==> src/rtl/lms_adapt_seq.sv <==
// N-tap LMS adaptive filter built around one shared multiplier.
// Each accepted sample runs MAC (TAPS cycles), error (1 cycle), then an optional update (TAPS cycles).
module lms_adapt_seq #(
    parameter int TAPS     = 9,
    parameter int DW       = 16,
    parameter int CW       = 16,
    parameter int MU_SHIFT = 4,
    localparam int AW      = $clog2(TAPS)
) (
    input  logic          clk_i,
    input  logic          rst_i,
    input  logic          sample_valid_i,
    input  logic [DW-1:0] data_in,
    input  logic [DW-1:0] data_ref,
    input  logic          adapt_en_i,
    input  logic          coef_clr_i,
    input  logic [AW-1:0] coef_rd_addr_i,
    output logic [CW-1:0] coef_rd_o,
    output logic [DW-1:0] data_o,
    output logic [DW-1:0] error_o,
    output logic          valid_o,
    output logic          busy_o,
    output logic          overrun_o
);

    localparam int ACCW = DW + CW + AW;
    localparam int MW   = (CW > DW) ? CW : DW;
    localparam int PW   = DW + MW;
    localparam int UW   = PW + 1;
    localparam logic [AW-1:0] LAST = AW'(TAPS - 1);
    localparam logic signed [ACCW-1:0] Y_MAX = {{(ACCW-DW+1){1'b0}}, {(DW-1){1'b1}}};
    localparam logic signed [ACCW-1:0] Y_MIN = {{(ACCW-DW+1){1'b1}}, {(DW-1){1'b0}}};
    localparam logic signed [UW-1:0]   C_MAX = {{(UW-CW+1){1'b0}}, {(CW-1){1'b1}}};
    localparam logic signed [UW-1:0]   C_MIN = {{(UW-CW+1){1'b1}}, {(CW-1){1'b0}}};

    typedef enum logic [1:0] {IDLE, FILT, ERR, UPD} state_t;

    state_t                 state_q, state_d;
    logic signed [DW-1:0]   x_q [TAPS];
    logic signed [CW-1:0]   c_q [TAPS];
    logic signed [ACCW-1:0] acc_q;
    logic [AW-1:0]          idx_q;
    logic signed [DW-1:0]   ref_q;
    logic                   adapt_q;
    logic signed [DW-1:0]   data_q;
    logic signed [DW-1:0]   error_q;
    logic                   valid_q;
    logic                   overrun_q;

    // The single multiplier: x[i]*c[i] while filtering, e*x[i] while updating.
    logic signed [DW-1:0]   mul_a;
    logic signed [MW-1:0]   mul_b;
    logic signed [PW-1:0]   prod;
    assign mul_a = x_q[idx_q];
    assign mul_b = (state_q == UPD) ? MW'(error_q) : MW'(c_q[idx_q]);
    assign prod  = mul_a * mul_b;

    logic signed [ACCW-1:0] acc_shift;
    logic signed [DW-1:0]   y_sat;
    logic signed [DW:0]     e_wide;
    logic signed [DW-1:0]   e_sat;
    logic signed [PW-1:0]   delta;
    logic signed [UW-1:0]   c_sum;
    logic signed [CW-1:0]   c_sat;

    assign acc_shift = acc_q >>> (CW - 1);
    assign e_wide    = {ref_q[DW-1], ref_q} - {y_sat[DW-1], y_sat};
    assign delta     = prod >>> (DW - 1 + MU_SHIFT);
    assign c_sum     = UW'(c_q[idx_q]) + UW'(delta);

    always_comb begin
        y_sat = acc_shift[DW-1:0];
        if (acc_shift > Y_MAX)      y_sat = Y_MAX[DW-1:0];
        else if (acc_shift < Y_MIN) y_sat = Y_MIN[DW-1:0];
        e_sat = e_wide[DW-1:0];
        if (e_wide[DW] != e_wide[DW-1]) e_sat = e_wide[DW] ? Y_MIN[DW-1:0] : Y_MAX[DW-1:0];
        c_sat = c_sum[CW-1:0];
        if (c_sum > C_MAX)      c_sat = C_MAX[CW-1:0];
        else if (c_sum < C_MIN) c_sat = C_MIN[CW-1:0];
    end

    // sample_valid_i is a strobe with no back-pressure: it is taken only in IDLE;
    // a strobe while busy is dropped and latched into overrun_o.
    always_comb begin
        state_d = state_q;
        case (state_q)
            IDLE: if (sample_valid_i) state_d = FILT;
            FILT: if (idx_q == LAST) state_d = ERR;
            ERR:  state_d = adapt_q ? UPD : IDLE;
            UPD:  if (idx_q == LAST) state_d = IDLE;
            default: state_d = IDLE;
        endcase
    end

    always_ff @(posedge clk_i) begin
        if (rst_i) begin
            state_q   <= IDLE;
            for (int k = 0; k < TAPS; k++) begin
                x_q[k] <= '0;
                c_q[k] <= '0;
            end
            acc_q     <= '0;
            idx_q     <= '0;
            ref_q     <= '0;
            adapt_q   <= 1'b0;
            data_q    <= '0;
            error_q   <= '0;
            valid_q   <= 1'b0;
            overrun_q <= 1'b0;
        end else begin
            state_q <= state_d;
            valid_q <= 1'b0;
            case (state_q)
                IDLE: begin
                    if (sample_valid_i) begin
                        for (int k = TAPS - 1; k > 0; k--) x_q[k] <= x_q[k-1];
                        x_q[0]  <= data_in;
                        ref_q   <= data_ref;
                        adapt_q <= adapt_en_i;
                        acc_q   <= '0;
                        idx_q   <= '0;
                    end else if (coef_clr_i) begin
                        for (int k = 0; k < TAPS; k++) c_q[k] <= '0;
                        overrun_q <= 1'b0;
                    end
                end
                FILT: begin
                    acc_q <= acc_q + ACCW'(prod);
                    idx_q <= (idx_q == LAST) ? '0 : idx_q + 1'b1;
                end
                ERR: begin
                    data_q  <= y_sat;
                    error_q <= e_sat;
                    valid_q <= 1'b1;
                    idx_q   <= '0;
                end
                UPD: begin
                    c_q[idx_q] <= c_sat;
                    idx_q      <= (idx_q == LAST) ? '0 : idx_q + 1'b1;
                end
                default: ;
            endcase
            if (sample_valid_i && state_q != IDLE) overrun_q <= 1'b1;
        end
    end

    assign coef_rd_o = (coef_rd_addr_i <= LAST) ? c_q[coef_rd_addr_i] : '0;
    assign data_o    = data_q;
    assign error_o   = error_q;
    assign valid_o   = valid_q;
    assign busy_o    = (state_q != IDLE);
    assign overrun_o = overrun_q;

endmodule
==> config.mk <==
export PLATFORM = sky130hd
export DESIGN_NAME = lms_adapt_seq
export DESIGN_NICKNAME = d
export VERILOG_FILES = /design/src/rtl/lms_adapt_seq.sv
export SDC_FILE = /design/constraint.sdc
export NUM_CORES = 2
export LEC_CHECK = 0
export ABC_AREA = 1
export BUFFER_PORTS_ARGS = -buffer_cell sky130_fd_sc_hd__buf_2
export CAP_MARGIN = 20
export CORE_MARGIN = 8
export CORE_UTILIZATION = 42
export DETAILED_ROUTE_END_ITERATION = 8
export GPL_TIMING_DRIVEN = 0
export MAX_ROUTING_LAYER = met4
export PLACE_DENSITY_LB_ADDON = 0.05
export SETUP_SLACK_MARGIN = 0.02
export SLEW_MARGIN = 10
export SYNTH_ARGS = -nofsm -noshare
export SYNTH_HDL_FRONTEND = slang
export SYNTH_SLANG_ARGS = --single-unit
==> constraint.sdc <==
create_clock -name clk_i -period 11.8 [get_ports clk_i]
set_input_delay 1.77 -clock clk_i [delete_from_list [all_inputs] [get_ports clk_i]]
set_output_delay 1.77 -clock clk_i [all_outputs]
set_load 0.005 [all_outputs]
==> impl_results.md <==
- Status: finished, final reports clean
- Clock Sinks: between 400 and 500
- Fin crit share: 96.2%
- Hold WC Path Type: flip-flop to flip-flop
- Synthesized area: 0.0366 mm^2
- CP max stage delay: between 600 and 700 ps
- Gr usage total: 28.9%
- Initial core utilization: 42.3%
- Clock Path Buffers: 3
- DP Worst Slack: -874 ps
- Area grow syn2layout: 11.2%
- Reg2Reg Setup Slack: 450 ps
- Final setup viols: 0
- Input/output buffers: 88
- Netlist cell types: 47
- Worst Setup Start Kind: flip-flop
- Die H: 311 um
- Count of pins over their slew limit: 0
- Hold path depth: 2
- Synth Instances: 4324
- First-pass GRT wire length: 206000 um
- Via count: between 30000 and 40000
- Critical path capture point type: flip-flop
- Net count, final: roughly 5000
- Crit path max fanout: 10
- Htree depth: 2
- Synthesis Warnings: 0
- Share of layout cells above drive strength 1: under 10%
- Total die area: between 0.09 and 0.1 mm^2
- Arrival @ worst endpoint: 11660 ps
- DP HPWL: 107000 um
- Register area share after synthesis: between 30% and 40%
- Top cell family by delay on the critical path: adder cells
- Vias/cell: 5.47
- Largest net degree at the start of global routing: 60
- Relative slew margins: 30.0%
- Adder-cell area share of the yosys netlist: 19.7%
- Routed wire length per instance: ~24 um
- IO Count: 92
- Crit path max-delay cell type: fa_1
- RSZ-0062 raised after global routing: false
- Die Width: about 310 um
- Proportion of synthesized area in mux cells: 0.437%
- Slew @ Worst Pin: approximately 1100 ps
- Fin crit period: approximately 11000 ps
- Antenna violations before repair: 2
- CP dominant cell by count: nand2_1
- Main combinational cell family by area after synthesis: adder cells
- Simple-gate portion of the synthesized area: 16.4%
- Clock-pin slew on the worst setup and hold paths: 60 ps
- Flops & latches, synth: 497
- Commonest non-fill, non-tap cells in the layout: inv_1 (717), nor2_1 (597), nand2_1 (589)
- Final Hold Viols: 0
- Reg2reg end: c_q[14][0]
- Hold_sp: acc_q[3]
- Critical path data required time: 12110 ps
- Setup ws final: 454 ps
- # rows: 108
- Clock Skews: 39.1 ps
- Post-CTS Setup Inserts: 0
- Core area: slightly below 0.09 mm^2
- Antenna Nets Post-Route: 0
- Synth Area in XOR/XNOR: approximately 1.2%
- Root buffer cell: clkbuf_16
- Crit path kind: flip-flop to flip-flop
- Most common cell after layout, fill and taps aside: inv_1
- Compound-Gate Fraction of Synth Area: roughly 14%
- Hold Crit Endpoint: acc_q[3]
- Mean Syn Cell Area: 8.47 um^2
- Worst R2R Path Depth: 46
- Final wirelength: 139000 um
- Post-synth ARST share: 0%
- Vias in the first global route: 30463
- Total global routing overflow: 0
- Residual DRC: 0
- CTS tree: done
- Post-synthesis net count: 4784
- Routability congestion estimate: roughly 0.99
- CP bufs+invs: 12
- MaxCap Viol Count: 0
- Clock buffer count from CTS: 58
- Number of enable flip-flop cells after synthesis: 400
- DRT iter0 DRCs: 3037
- Antenna cells: 0
- Synth Flop Type: edfxtp_1
- Initial DRT Pass Iterations: 6
- Peak Freq: 88.1 MHz
- Worst-skew pair later-pin latency: 650 ps
## flip-flops by register name, indices dropped and copies added, names as in the netlist, named ones only
signal,cells
idx_q,4
x_q,144
error_o,16
valid_o,1
state_q,2
ref_q,16
overrun_o,1
adapt_q,1
acc_q,36
data_o,16
c_q,256
## metrics by stage
stage | area [um^2] | std cells | util [%] | TNS (ps) | hold slack, ps
floorplan | 36600 | 4324 | - | 0 | 445
detailed placement | 38700 | 5579 | 44.7 | -81240 | 459
finish | 40700 | 5684 | 47.0 | 0 | 469
global placement | 38500 | 5567 | 44.5 | -78680 | 458
global route | 40700 | 5684 | 47.0 | 0 | 481
CTS | 40600 | 5684 | 46.9 | 0 | 468
## worst register-to-register path: cells and delay by family (launching register included)
family | cells | cell delay [ps]
AND/OR/NAND/NOR | 19 | 2680
flip-flops | 1 | 410
adder cells (fa/ha/maj) | 8 | 3860
buffers and inverters | 12 | 2340
AO/OA/AOI/OAI | 5 | 1220
XOR/XNOR | 2 | 540
## cells in the mapped netlist, types with 52 or more instances
| cell type | n | share of area [%] |
|---|---|---|
| nand3_1 | 204 | 2.8 |
| fa_1 | 265 | 14 |
| clkbuf_1 | 111 | 1.1 |
| dfxtp_1 | 97 | 5.3 |
| nor2_1 | 603 | 6.2 |
| o21ai_0 | 372 | 5.1 |
| inv_1 | 718 | 7.4 |
| nand2_1 | 595 | 6.1 |
| ha_1 | 154 | 5.3 |
| o221ai_1 | 52 | 1.2 |
| edfxtp_1 | 400 | 33 |
| a21oi_1 | 385 | 5.3 |
## cell type report
cell class                 instances  area, um^2
inverter                         731        2750
sequential                       497       14000
fill                            8687       45900
tap                             1155        1450
timing repair buffer             100         621
clock buffer                      79        1600
buffer                           192         882
multi-input combinational       2904       19200
clock inverter                    26         245
## how the worst max path moves through the flow
stage	slack, ps	from	end	cells after the start
floorplan	3500	flip-flop	c_q[10][0]	45
global placement	-870	flip-flop	c_q[14][8]	45
detailed placement	-870	flip-flop	c_q[15][8]	45
CTS	70	flip-flop	c_q[14][9]	45
global route	20	flip-flop	c_q[15][0]	46
finish	450	flip-flop	c_q[14][0]	46
## timing repair
item                                    CTS  global route
gates resized for setup                  11            54
endpoints found under the setup margin  233           233
hold buffers                              0             0
cloned                                    0             0
## logic make-up after synthesis
group	count (synthesis)
buffers and inverters	923
adder cells (fa/ha/maj)	419
multiplexers	16
XOR/XNOR	50
AO/OA/AOI/OAI	946
flip-flops	497
AND/OR/NAND/NOR	1473
## routing by layer
layer | global-route usage, % | vias to the layer above | part of all wire [%]
met5 | - | - | 0
met4 | 10.0 | 0 | 4.0
met3 | 3.97 | 242 | 6.4
met2 | 44.3 | 1125 | 45
met1 | 39.4 | 15235 | 44
li1 | - | 14473 | -
Power is not shown: default switching activity piles up to over one toggle a cycle in this logic, so the estimate is an artifact.
